==> src/rtl/hs_tx_endpoint.sv <==
// Transmit side of a four-phase req/ack CDC link: buffers producer words, launches them one at a time.
// Launch one edge after a word is buffered; in_ready drops when the FIFO is full or while in reset.
module hs_tx_fifo #(
    parameter int WIDTH = 8,
    parameter int DEPTH = 4
) (
    input  logic             clk,
    input  logic             rst,
    input  logic             push,
    input  logic [WIDTH-1:0] push_data,
    input  logic             pop,
    output logic [WIDTH-1:0] head,
    output logic             full,
    output logic             empty
);
    localparam int AW = $clog2(DEPTH);
    localparam logic [AW:0] FULL_CNT = (AW+1)'(DEPTH);

    logic [WIDTH-1:0] mem [DEPTH];
    logic [AW-1:0]    wr_ptr;
    logic [AW-1:0]    rd_ptr;
    logic [AW:0]      count;

    // Power-of-two depth lets the pointers wrap by natural overflow.
    always_ff @(posedge clk or posedge rst) begin
        if (rst) begin
            wr_ptr <= '0;
            rd_ptr <= '0;
            count  <= '0;
        end else begin
            if (push) wr_ptr <= wr_ptr + 1'b1;
            if (pop)  rd_ptr <= rd_ptr + 1'b1;
            case ({push, pop})
                2'b10:   count <= count + 1'b1;
                2'b01:   count <= count - 1'b1;
                default: count <= count;
            endcase
        end
    end

    always_ff @(posedge clk) begin
        if (push) mem[wr_ptr] <= push_data;
    end

    assign head  = mem[rd_ptr];
    assign full  = (count == FULL_CNT);
    assign empty = (count == '0);
endmodule

module hs_tx_endpoint #(
    parameter int BUS_WIDTH   = 8,
    parameter int FIFO_DEPTH  = 4,
    parameter int SYNC_STAGES = 2,
    parameter int TIMEOUT     = 1023,
    parameter int CNT_WIDTH   = 16
) (
    input  logic                 clk_tx,
    input  logic                 rst_tx,
    input  logic [BUS_WIDTH-1:0] in_data,
    input  logic                 in_valid,
    output logic                 in_ready,
    output logic [BUS_WIDTH-1:0] xfer_data,
    output logic                 xfer_req,
    input  logic                 xfer_ack,
    output logic                 busy,
    output logic [CNT_WIDTH-1:0] sent_count,
    output logic                 timeout_err,
    input  logic                 clr_err
);
    localparam int TW = (TIMEOUT > 0) ? $clog2(TIMEOUT + 1) : 1;
    localparam logic [TW-1:0] TMO_MAX = TW'(TIMEOUT);

    typedef enum logic [1:0] {IDLE, REQ_HI, REQ_LO} state_t;

    state_t                 state;
    state_t                 state_next;
    logic [SYNC_STAGES-1:0] ack_sync;
    logic                   ack_s;
    logic                   launch;
    logic                   done;
    logic                   fifo_full;
    logic                   fifo_empty;
    logic [BUS_WIDTH-1:0]   fifo_head;
    logic [TW-1:0]          tmo_cnt;
    logic [TW-1:0]          tmo_next;
    logic                   tmo_hit;

    assign in_ready = !fifo_full && !rst_tx;

    hs_tx_fifo #(
        .WIDTH (BUS_WIDTH),
        .DEPTH (FIFO_DEPTH)
    ) u_fifo (
        .clk       (clk_tx),
        .rst       (rst_tx),
        .push      (in_valid && in_ready),
        .push_data (in_data),
        .pop       (launch),
        .head      (fifo_head),
        .full      (fifo_full),
        .empty     (fifo_empty)
    );

    always_ff @(posedge clk_tx or posedge rst_tx) begin
        if (rst_tx) ack_sync <= '0;
        else        ack_sync <= {ack_sync[SYNC_STAGES-2:0], xfer_ack};
    end
    assign ack_s = ack_sync[SYNC_STAGES-1];

    // A stale ack left high by the receiver blocks a new launch until it drops.
    always_comb begin
        state_next = state;
        launch     = 1'b0;
        done       = 1'b0;
        unique case (state)
            IDLE: begin
                if (!fifo_empty && !ack_s) begin
                    launch     = 1'b1;
                    state_next = REQ_HI;
                end
            end
            REQ_HI: if (ack_s) state_next = REQ_LO;
            REQ_LO: begin
                if (!ack_s) begin
                    done       = 1'b1;
                    state_next = IDLE;
                end
            end
            default: state_next = IDLE;
        endcase
    end

    always_comb begin
        tmo_next = tmo_cnt;
        if (state_next != state)                          tmo_next = '0;
        else if (state != IDLE && tmo_cnt != TMO_MAX)     tmo_next = tmo_cnt + 1'b1;
    end
    // Saturated counter keeps re-asserting the flag for as long as the phase stalls.
    assign tmo_hit = (TIMEOUT != 0) && (state != IDLE) && (state_next == state)
                     && (tmo_next == TMO_MAX);

    always_ff @(posedge clk_tx or posedge rst_tx) begin
        if (rst_tx) begin
            state       <= IDLE;
            xfer_req    <= 1'b0;
            xfer_data   <= '0;
            sent_count  <= '0;
            tmo_cnt     <= '0;
            timeout_err <= 1'b0;
        end else begin
            state    <= state_next;
            xfer_req <= (state_next == REQ_HI);
            tmo_cnt  <= tmo_next;
            if (launch) xfer_data  <= fifo_head;
            if (done)   sent_count <= sent_count + 1'b1;
            if (tmo_hit)      timeout_err <= 1'b1;
            else if (clr_err) timeout_err <= 1'b0;
        end
    end

    assign busy = (state != IDLE) || !fifo_empty;
endmodule

==> config.mk <==
export PLATFORM = sky130hd
export DESIGN_NAME = hs_tx_endpoint
export DESIGN_NICKNAME = d
export VERILOG_FILES = /design/src/rtl/hs_tx_endpoint.sv
export SDC_FILE = /design/constraint.sdc
export NUM_CORES = 1
export LEC_CHECK = 0
export CORE_AREA = 2 2 111 70
export DETAILED_ROUTE_END_ITERATION = 8
export DIE_AREA = 0 0 113 72
export HOLD_SLACK_MARGIN = 0.08
export PLACE_DENSITY = 0.72
export SLEW_MARGIN = 20
export SYNTH_ARGS = -nofsm -noshare
export SYNTH_HDL_FRONTEND = slang
export SYNTH_SLANG_ARGS = --single-unit
export TNS_END_PERCENT = 1
==> constraint.sdc <==
create_clock -name clk_tx -period 5.6 [get_ports clk_tx]
set_clock_uncertainty 0.1 [all_clocks]
set_input_delay 1.12 -clock clk_tx [delete_from_list [all_inputs] [get_ports clk_tx]]
set_output_delay 1.12 -clock clk_tx [all_outputs]
set_load 0.005 [all_outputs]
==> run_results.csv, run 1 <==
group,metric,value,unit
timing,period_share,0.662,
synth,postSynth.asyncResetShare,0.595,
synth,synth_cell_types,49,
power_and_ir_drop,p_per_area,434,nW/um2
setup_path,cp.arrival,2.49,ns
timing,timing.slew.headroom,0.388,
clocking,holdBufCountCts,0,
clocking,post-cts-setup-buffer-count,0,
placement,place_hpwl,4360,um
timing,timing.hold.ws,0.273,ns
detailed_routing,vias,2119,
timing,final-max-slew-violation-count,0,
clocking,cts_max_level,3,
layout,finalCoreUtilization,0.597,
global_routing,grt_use_total,0.176,
synth,synth-main-ff-cell,"dfrtp_1",
die,die_area,8140,um2
synth,synthCells,256,
setup_path,reg2reg_from,"state[0]",
clocking,cts_root_buf,"clkbuf_16",
global_routing,grt_antenna_before_repair,0,
global_routing,grt_start_max_net_pins,48,
synth,yosysTopAreaCellShare,0.337,
global_routing,overflow,0,
power_and_ir_drop,ir_drop,0.257,mV
placement,post_dp_cell_area,3940,um2
die,start_util,0.492,
synth,syn_area,3490,um2
detailed_routing,routedWlPerCell,16.2,um
synth,synth_top_area_cell,"dfrtp_1",
placement,gp_congestion,0.822,
layout,final_cell_area,4230,um2
layout,finalNonFillerCells,394,
detailed_routing,totalWireLength,6390,um
timing,setup_viol,0,
timing,rsz0062_at_grt,"no",
synth,synth_edf_count,32,
layout,drive_above_1_share,0.129,
flow_run,drv_cap,0,
clocking,cts_sinks,79,
run_status,status,"finished, violations left",
power_and_ir_drop,p_total,1.84,mW
die,io_pins,41,
die,die_w,113,um
synth,yosys-top-cells-count,"47 x dfrtp_1, 35 x nand2_1, 32 x edfxtp_1, 16 x xnor2_1, 9 x nor2_1",
setup_path,rrSetupSlack,2.73,ns
placement,port_buffers,40,
clocking,cts_tree,"yes",
global_routing,grt_pass1_vias,2090,
die,die_h,72,um
power_and_ir_drop,power.leakage,1.69,nW
synth,yosysWarnings,0,
synth,yosys-top-cells-area,"dfrtp_1 34%, edfxtp_1 28%, mux4_2 5.2%",
detailed_routing,final_antenna_net_count,0,
synth,synthesis.nets,277,
setup_path,reg2reg_to,"u_fifo.count[2]",
timing,finalHoldViolCount,0,
setup_path,critPathCapture,"in_ready",
layout,layout.nets,319,
synth,yosysMostFrequentCell,"dfrtp_1",
clocking,cts.reportedPaths.clkPinSlew,0.06,ns
timing,finalCriticalPeriod,3.71,ns
detailed_routing,firstDrtPassIters,6,
setup_path,end_kind,"output port",
setup_path,start_kind,"primary input",
synth,postSynthAreaPerCell,13.6,um2
setup_path,crit_path_max_fanout,6,
detailed_routing,drt_iter0_drc,128,
synth,ys_seq_area_frac,0.612,
worst_hold_path,hold_class,"flip-flop to flip-flop",
clocking,cts-buffers-inserted,9,
placement,post-place-ws,1.92,ns
clocking,worst_skew_pair.late_latency,0.33,ns
setup_path,critical_path_class,"primary input to output port",
setup_path,worstSetupStartpoint,"rst_tx",
layout,n_fill_cell,554,
die,rows,24,
setup_path,r2r_cells,9,
setup_path,crit_required,4.38,ns
timing,fin_ws,1.89,ns
global_routing,grt_pass1_wl,10900,um
die,core-area,7090,um2
synth,synth-seq-cells,79,
timing,tightest_slew,0.912,ns
detailed_routing,vias_per_cell,5.38,
run_status,violations,"design-rule violations",
layout,num_antenna_cells,0,
timing,fmax,270,MHz
placement,placed_cells,378,
layout,syn2layout_area_growth,21.2,%
detailed_routing,drc,2,
clocking,cts_resized,0,
timing,tns,0,ns
clocking,clock_path_buffers,2,
-- cell families (layout without fill, tap and decap cells) --
logic type / after synthesis / count (layout) / share of synthesized area
buffers and inverters: 18 / 65 / 0.0298
multiplexers: 13 / 13 / 0.0663
AO/OA/AOI/OAI: 21 / 21 / 0.0545
AND/OR/NAND/NOR: 93 / 93 / 0.144
XOR/XNOR: 24 / 24 / 0.0624
adder cells (fa/ha/maj): 8 / 8 / 0.0308
flip-flops: 79 / 79 / 0.612
-- critical path, stage by stage --
cell and delay, ns:
clkdlybuf4s50_1 0.44, a31oi_1 0.35, clkdlybuf4s50_1 0.58
-- layout make-up --
type	count	area [um2]	area share
Inverter	9	40.0	0.00947
Multi-Input combinational cell	159	1250	0.295
Clock buffer	10	229	0.0541
Timing Repair Buffer	40	400	0.0947
Tap cell	91	114	0.0269
Clock inverter	6	60.1	0.0142
Sequential cell	79	2140	0.505
-- worst min path at each step --
stage                 from           to  slack (ns)  cells past startpoint
5_1_grt        ack_sync[0]  ack_sync[1]        0.28                      0
3_3_place_gp   ack_sync[0]  ack_sync[1]        0.23                      0
4_1_cts        ack_sync[0]  ack_sync[1]        0.28                      0
3_5_place_dp   ack_sync[0]  ack_sync[1]        0.27                      0
6_report       ack_sync[0]  ack_sync[1]        0.27                      0
2_1_floorplan  ack_sync[0]  ack_sync[1]        0.23                      0
-- registers in the layout, summed over array words and instances (netlist names) --
name           count
u_fifo.count       3
ack_sync           2
xfer_req           1
u_fifo.rd_ptr      2
state              2
u_fifo.mem        32
sent_count        16
tmo_cnt           10
u_fifo.wr_ptr      2
timeout_err        1
xfer_data          8
-- layout by cell type, fill, tap and decap left out, types with 5 or more instances in the layout --
cell | synthesis | layout
dfrtp_1 | 47 | 47
clkdlybuf4s50_1 | 0 | 40
nand2_1 | 35 | 35
edfxtp_1 | 32 | 32
xnor2_1 | 16 | 16
nor2_1 | 9 | 9
clkbuf_16 | 0 | 9
mux4_2 | 8 | 8
nand3_1 | 8 | 8
inv_1 | 8 | 7
xor2_1 | 7 | 7
ha_1 | 7 | 7
nor3_1 | 6 | 6
nand4_1 | 6 | 6
and3_1 | 5 | 5
-- per-layer routing --
layer / wire [um] / part of all wire / vias to the layer above / GRT usage
met2: 2680 / 0.42 / 56 / 0.243
met5: 0 / 0 / - / 0
li1: - / - / 1014 / -
met1: 3280 / 0.51 / 1040 / 0.269
met4: 95 / 0.015 / 0 / 0.0650
met3: 331 / 0.052 / 9 / 0.0451
-- power breakdown --
part	leakage [nW]	internal, mW	switching (mW)	total [mW]
combinational	0.649	0.247	0.197	0.445
sequential	0.902	0.713	0.121	0.834
clock	0.140	0.343	0.216	0.559
total	1.69	1.30	0.534	1.84
(Power assumes the default switching activity.)
==> run 2, diff against run 1 <==
PLACE_DENSITY = 0.74   (was 0.72)
clock period = 3.3 ns   (was 5.6 ns; I/O delays follow)
==> run 2 against run 1 <==
Effect of this change: the run still ends with design-rule violations left; final area down 0.27%; critical path type unchanged; routed wire length is 1.6% higher; sequential power increased by 70%; clock-buffer cell count is 1 lower; worst hold slack got worse by 0.015 ns; core utilization decreased by 0.16 points.
==> run_results.csv, run 2 (same netlist as run 1, synthesis figures left out) <==
group,metric,value,unit
setup_path,critical_path_class,"primary input to output port",
power_and_ir_drop,p_clk_frac,0.289,
die,start_util,0.492,
timing,tns,0,ns
clocking,cts-buffers-inserted,9,
timing,rsz0062_at_grt,"no",
power_and_ir_drop,ir_drop,0.347,mV
placement,place_hpwl,4460,um
clocking,cts_resized,0,
timing,fmax,358,MHz
global_routing,grt_pass1_wl,11000,um
clocking,post-cts-setup-buffer-count,0,
timing,finalCriticalPeriod,2.80,ns
timing,setup_viol,0,
power_and_ir_drop,p_comb_frac,0.246,
clocking,clock_path_buffers,2,
clocking,cts_max_level,3,
clocking,holdBufCountCts,0,
timing,tightest_slew,0.922,ns
detailed_routing,final_antenna_net_count,0,
timing,finalHoldViolCount,0,
power_and_ir_drop,power.leakage,1.69,nW
setup_path,rrSetupSlack,0.50,ns
die,die_w,113,um
flow_run,drv_cap,0,
setup_path,crit_path_max_fanout,6,
die,io_pins,41,
detailed_routing,drt_iter0_drc,87,
die,die_h,72,um
die,die_area,8140,um2
die,rows,24,
detailed_routing,totalWireLength,6490,um
layout,largest_register_ff_count,32,
global_routing,grt_start_max_net_pins,22,
detailed_routing,firstDrtPassIters,6,
timing,timing.slew.headroom,0.382,
layout,top_register,"u_fifo.mem",
global_routing,grt_use_total,0.177,
clocking,worst_skew_pair.late_latency,0.33,ns
global_routing,grt_pass1_vias,2174,
clocking,cts_tree,"yes",
layout,final_common_cell,"dfrtp_1",
global_routing,use_met3,0.0585,
power_and_ir_drop,p_per_area,726,nW/um2
detailed_routing,vias,2124,
layout,layout.nets,321,
layout,layout_common_cells,"47 x dfrtp_1, 40 x clkdlybuf4s50_1, 35 x nand2_1",
power_and_ir_drop,switching_share,0.303,
layout,num_antenna_cells,0,
placement,port_buffers,40,
power_and_ir_drop,p_total,3.06,mW
power_and_ir_drop,p_sw,927,uW
run_status,status,"finished, violations left",
layout,drive_above_1_share,0.134,
power_and_ir_drop,seqPwrFrac,0.465,
timing,final-max-slew-violation-count,0,
detailed_routing,routedWlPerCell,16.4,um
power_and_ir_drop,p_int,2.13,mW
detailed_routing,vias_per_cell,5.36,
setup_path,crit_required,2.54,ns
timing,period_share,0.847,
clocking,cts_sinks,79,
run_status,violations,"design-rule violations",
worst_hold_path,hold_class,"flip-flop to flip-flop",
clocking,cts_root_buf,"clkbuf_16",
placement,gp_congestion,0.820,
setup_path,end_kind,"output port",
global_routing,grt_use_met2,0.244,
layout,finalCoreUtilization,0.595,
die,core-area,7090,um2
setup_path,start_kind,"primary input",
layout,reg_top3,"u_fifo.mem x32, sent_count x16, tmo_cnt x10",
global_routing,grt_use_met1,0.266,
clocking,cts.reportedPaths.clkPinSlew,0.06,ns
global_routing,overflow,0,
setup_path,cp.arrival,2.04,ns
detailed_routing,drc,2,
global_routing,busiest_layer,"met1",
layout,syn2layout_area_growth,20.9,%
layout,n_fill_cell,564,
global_routing,grt_antenna_before_repair,0,
==> run 2: cell types whose count changed in the layout (fill, tap and decap cells not counted) <==
cell       previous run  this run
bufinv_16             1         0
clkinv_1              1         2
clkbuf_1              1         0
buf_4                 0         2
inv_2                 0         1
==> run 2: power by group through the flow <==
stage	combinational, mW	sequential [mW]	clock [mW]
after floorplan	0.572	1.33	0
after global placement	0.742	1.43	0
after detailed placement	0.761	1.44	0
after CTS	0.765	1.43	0.904
after global routing	0.846	1.46	0.936
final	0.754	1.42	0.884
==> run 2: per-stage QoR <==
| step | area [um2] | std cells | hold slack (ns) | worst slack, ns |
|---|---|---|---|---|
| 2_1_floorplan | 3490 | 256 | 0.231 | 0.782 |
| 3_3_place_gp | 3950 | 380 | 0.243 | 0.592 |
| 3_5_place_dp | 3950 | 380 | 0.244 | 0.505 |
| 4_1_cts | 4220 | 396 | 0.258 | 0.504 |
| 5_1_grt | 4220 | 396 | 0.280 | 0.309 |
| 6_report | 4220 | 396 | 0.258 | 0.505 |
==> run 2: routing by layer <==
metal	wire [um]	part of all wire
met1	3330	0.51
met2	2760	0.42
met3	313	0.048
met4	89	0.014
met5	0	0
==> run 2: cell type report <==
cell class	instances	area, um2	area share
inverters	9	38.8	0.00920
multi-input cells	159	1250	0.296
well taps	91	114	0.0270
clock inverters	7	38.8	0.00920
repair buffers	42	415	0.0985
clock buffers	9	225	0.0534
flip-flops and latches	79	2140	0.507
==> run 2: worst max-delay path, stage by stage <==
cell and delay [ns]:
clkdlybuf4s50_1 0.44, a31oi_1 0.35, clkdlybuf4s50_1 0.58
==> run 2: final timing paths <==
path | from | end | cells after the start
worst max-delay path | rst_tx | in_ready | 3
worst min-delay path | ack_sync[0] | ack_sync[1] | 0
worst max register to register | state[0] | u_fifo.count[2] | 9
worst min register to register | ack_sync[0] | ack_sync[1] | 0
max in group asynchronous | rst_tx | xfer_data[2] | 3
min in group asynchronous | rst_tx | u_fifo.wr_ptr[1] | 2
==> patch 1, RTL diff (config.mk and constraints of run 1) <==
The parameter `CNT_WIDTH` goes from 16 to 32.
--- a/src/rtl/hs_tx_endpoint.sv
+++ b/src/rtl/hs_tx_endpoint.sv
@@ -54,3 +54,3 @@
     parameter int TIMEOUT     = 1023,
-    parameter int CNT_WIDTH   = 16
+    parameter int CNT_WIDTH   = 32
 ) (
Ports: changed (resized sent_count); port bits go from 41 to 57. The function was not compared with the original's and may differ.
==> patch 1 against run 1 <==
  * The run still ends with DRC left
  * Die area is the same
  * Synthesized area grew 20%
  * Global-route usage grew 3.8 points
  * Worst setup slack lost 61 ps
  * Routed wire length grew 24%
  * Cell area grew 22%
  * Sequential cell count grew 16
  * Power grew 14%
==> patch 1: results (changes against run 1) <==
stage,metric,value,unit,change
placement,dpl.hpwl,5420,um,+24%
setup_path,reg2reg_depth,9,,unchanged
placement,post-place-ws,1870,ps,-52.8 ps
timing,relSlewSlack,0.432,,+0.0438
setup_path,crit_end,in_ready,,
layout,layout-drive-gt1-share,0.0916,,-0.0371
synth,async_flop_share,0.663,,+0.0682
clock_tree,cts_resized,0,,unchanged
grt,grt_pass1_wl,13400,um,+23%
detailed_routing,drtPass1Iterations,7,,+1
placement,port_buffers,56,,+40%
detailed_routing,num_vias,2695,,+27%
detailed_routing,avgRoutedWirePerCell,16.4,um,+1.1%
timing,fmax,265,MHz,-1.6%
run_status,status,finished with violations,,
grt,grt_max_degree,41,,-15%
setup_path,end_kind,output pin,,
synth,yosys.area_share.adder,0.0258,,-0.00508
layout,fill_cells,495,,-11%
synth,synth_ff_type,dfrtp_1,,
clock_tree,htreeDepth,3,,unchanged
synth,synthTopCellsByCount,"dfrtp_1, nand2_1, edfxtp_1",,
synth,synthXorXnorAreaFrac,0.0860,,+0.0236
synth,synth_seq_area_share,0.607,,-0.00504
synth,muxShareOfSynthArea,0.0530,,-0.0133
placement,dpl_cell_area,4810,um^2,+22%
placement,gp_congestion,0.895,,+8.9%
synth,synth_fp_nets,350,,+26%
layout,top_regs,"sent_count: 32 flops, u_fifo.mem: 32 flops, tmo_cnt: 10 flops",,
grt,grt_pass1_vias,2623,,+26%
grt,grtUsageTotal,0.213,,+0.0379
run_status,violations,DRC,,
synth,synthTopCellsByArea,"dfrtp_1, edfxtp_1, xnor2_1",,
setup_path,cp_max_fo,6,,unchanged
clock_tree,post_cts_buffers,0,,unchanged
synth,synth-compound-area-share,0.0401,,-0.0144
setup_path,cp.arrival,2550,ps,+60 ps
clock_tree,clockBufferDepth,2,,unchanged
synth,yosys.cell_types.count,50,,+2.0%
synth,yosysWarnings,0,,unchanged
power,peakVddDrop,206,uV,-20%
synth,synth_edf_count,32,,unchanged
layout,diodes,0,,unchanged
setup_path,ff2ff_setup_slack,2730,ps,about the same
power,leakagePower,2.18,nW,+29%
layout,nets,409,,+28%
hold_path,hp-class,reg2reg,,
detailed_routing,drc,6,,+4
setup_path,crit_slowest_cell,clkdlybuf4s50_1,,
detailed_routing,drt_iter0_drc,210,,+64%
patch 1: where the power goes:
part	total (mW)	internal [mW]	leakage, nW	switching [mW]
Sequential	0.953	0.829	1.13	0.124
Clock	0.690	0.446	0.170	0.244
Combinational	0.443	0.245	0.879	0.199
patch 1: kinds of logic (layout without fill, tap and decap cells):
logic type                 after synthesis  after routing
AOI/OAI and AO/OA                       22             22
xor gates and xnor gates                41             41
adders and majority gates                8              8
buffers and inverters                   27             91
DFF                                     95             95
muxes                                   12             12
and+or+nand+nor                        124            124
patch 1: layout make-up:
class	instances	area, um^2	area share
Sequential cell	95	2540	0.492
Tap cell	91	114	0.0221
Clock inverter	6	108	0.0208
Clock buffer	10	239	0.0463
Inverter	17	63.8	0.0124
Timing Repair Buffer	58	576	0.112
Multi-Input combinational cell	207	1520	0.295
patch 1: through the flow:
stage,std cells,hold slack (ps),util,power [mW]
global route,484,278,0.728,2.20
finish,484,254,0.728,2.09
detailed placement,468,239,0.679,1.41
floorplan,329,231,-,1.22
CTS,484,257,0.728,2.11
global placement,468,251,0.679,1.39
patch 1: per-layer routing:
metal / GRT usage / wire length (um) / vias up
met5: 0 / 0 / -
met4: 0.0610 / 82 / 0
met3: 0.0551 / 456 / 11
met2: 0.311 / 3560 / 82
met1: 0.322 / 3840 / 1313
li1: - / - / 1289
patch 1: worst min-delay path by stage:
stage / from / endpoint / slack, ps / cells after the start
floorplan: ack_sync[0]$_DFF_PP0_ / ack_sync[1]$_DFF_PP0_ / 230 / 0
global placement: ack_sync[0]$_DFF_PP0_ / ack_sync[1]$_DFF_PP0_ / 250 / 0
detailed placement: ack_sync[0]$_DFF_PP0_ / ack_sync[1]$_DFF_PP0_ / 240 / 0
CTS: ack_sync[0]$_DFF_PP0_ / ack_sync[1]$_DFF_PP0_ / 260 / 0
global route: ack_sync[0]$_DFF_PP0_ / ack_sync[1]$_DFF_PP0_ / 280 / 0
finish: ack_sync[0]$_DFF_PP0_ / ack_sync[1]$_DFF_PP0_ / 250 / 0
patch 1: critical path, delay by kind of cell:
| kind | cells | cell delay, ps |
|---|---|---|
| buffers and inverters | 2 | 1040 |
| AOI/OAI and AO/OA | 1 | 380 |
==> patch 2, RTL diff (settings of run 1) <==
Without the edit above. Encoding of `state_t`: now one-hot (3 bits for 3 states).
--- a/src/rtl/hs_tx_endpoint.sv
+++ b/src/rtl/hs_tx_endpoint.sv
@@ -72,3 +72,3 @@
 
-    typedef enum logic [1:0] {IDLE, REQ_HI, REQ_LO} state_t;
+    typedef enum logic [2:0] {IDLE = 3'b001, REQ_HI = 3'b010, REQ_LO = 3'b100} state_t;
 
Function: no difference found for any inputs over 10 cycles, from zero or initial values and one cycle with rst_tx high; not proved beyond that.
==> patch 2 against run 1 <==
  * The flow still finishes with violations (DRC)
  * Via count down 1.3%
  * Core utilization up 1.2 points
  * Die area unchanged
  * Cell area up 2.1%
  * Routed wire length down 3.6%
  * Sequential share of layout area down 0.42 points
  * Non-clock buffer count up 1
  * Worst setup slack worse by 13 ps
  * Global-route usage down 0.23 points
  * Synthesized area up 2.0%
  * Sequential cell count up 1
  * Power up 0.59%
  * Critical path type unchanged
  * Critical endpoint unchanged
==> patch 2: results (changes against run 1) <==
stage,metric,value,unit,change
placement,dpl_cell_area,4030,um^2,+2.2%
detailed_routing,drt_iter0_drc,95,,-26%
setup_path,cp.arrival,2500,ps,
hold_path,min_to,ack_sync[1]$_DFF_PP0_,,
grt,grt_max_degree,49,,+2.1%
layout,diodes,0,,unchanged
grt,grtUsageTotal,0.173,,-0.00231
synth,async_flop_share,0.600,,+0.00506
hold_path,holdPathStages,0,,unchanged
detailed_routing,totalWireLength,6160,um,-3.6%
run_status,violations,DRC,,
detailed_routing,num_vias,2092,,-1.3%
clock_tree,post_cts_buffers,0,,unchanged
synth,synth_seq_area_share,0.608,,-0.00446
setup_path,r2r-start,state[0]$_DFF_PP1_,,
synth,yosysWarnings,0,,unchanged
hold_path,min-delay-start,ack_sync[0]$_DFF_PP0_,,
layout,layout-drive-gt1-share,0.140,,+0.0114
synth,synthTopCellsByArea,"dfrtp_1, edfxtp_1, mux4_2",,
power,peakVddDrop,177,uV,-31%
synth,synth_fp_nets,279,,+0.72%
synth,synth_area_per_cell,13.8,um^2,+1.2%
placement,dp_cells,382,,+1.1%
setup_path,cp_top_family,buffers and inverters,,
placement,post-place-ws,1910,ps,-11.5 ps
detailed_routing,avgRoutedWirePerCell,15.5,um,-4.6%
detailed_routing,drc,1,,-1
synth,synth_edf_count,32,,unchanged
synth,yosys.cell_types.count,47,,-4.1%
power,leakagePower,1.71,nW,+0.83%
layout,nets,323,,+1.3%
synth,synthTopCellsByCount,"dfrtp_1, edfxtp_1, xnor2_1",,
grt,antenna_found_initial,0,,unchanged
setup_path,ff2ff_setup_slack,2740,ps,about the same
timing,worstMarginPinSlew,841,ps,-70.7 ps
timing,hold_slack,247,ps,-25.7 ps
hold_path,hp-class,reg2reg,,
run_status,status,finished with violations,,
clock_tree,cts_resized,0,,unchanged
grt,grt_pass1_wl,10600,um,-2.6%
setup_path,crit_path_max_incr_delay,580,ps,about the same
clock_tree,clock_latency,340,ps,
clock_tree,htreeDepth,3,,unchanged
clock_tree,cts.clk_slew.worst_paths,60,ps,about the same
placement,gp_congestion,0.798,,-2.9%
setup_path,cp_max_fo,6,,unchanged
placement,dpl.hpwl,4150,um,-4.8%
[patch 2: cell types whose count changed after synthesis, moves of 3 or more]
cell	run 1	this run
nand3_1	8	11
mux2_2	1	9
a211oi_1	1	4
inv_1	8	12
and4_4	3	0
nand4_1	6	1
nor2_1	9	16
nand2_1	35	17
[patch 2: worst register-to-register path: stages, from the launching register on]
cell     delay, ps
dfstp_2        610
or3b_2         540
nor3_2         170
buf_4          250
ha_1           220
inv_1           60
fa_1           380
xor2_1         160
nor2_1         130
xor2_1         170
[patch 2: final cells by class]
type	count	area, um^2
clock inverters	5	57.6
multi-input cells	158	1290
repair buffers	41	408
well taps	91	114
fillers	552	2770
clock buffers	11	233
flip-flops and latches	80	2160
inverters	12	46.3
[patch 2: where the power goes]
part / switching (mW) / internal, mW
clock: 0.222 / 0.345
sequential: 0.101 / 0.717
combinational: 0.197 / 0.266
[patch 2: worst max path at each step]
stage	start	end	slack, ps	cells past startpoint
final	rst_tx	in_ready	1880	3
after global routing	rst_tx	in_ready	1800	3
after CTS	rst_tx	in_ready	1890	3
after detailed placement	rst_tx	in_ready	1910	3
after global placement	rst_tx	in_ready	1940	3
after floorplan	state[0]$_DFF_PP1_	u_fifo.count[2]$_DFFE_PP0P_	2900	10
[patch 2: routing by layer]
metal  track usage  share of wire  vias up
li1              -              -     1026
met2         0.242           0.42       35
met3        0.0593          0.043       16
met1         0.248           0.52     1015
met5             0              0        -
met4        0.0772          0.021        0
[patch 2: cell families after synthesis]
family,Yosys count,share of synthesized area
AOI/OAI and AO/OA,18,0.0355
xor gates and xnor gates,27,0.0665
and+or+nand+nor,85,0.144
muxes,20,0.0876
DFF,80,0.608
buffers and inverters,20,0.0281
adders and majority gates,8,0.0302
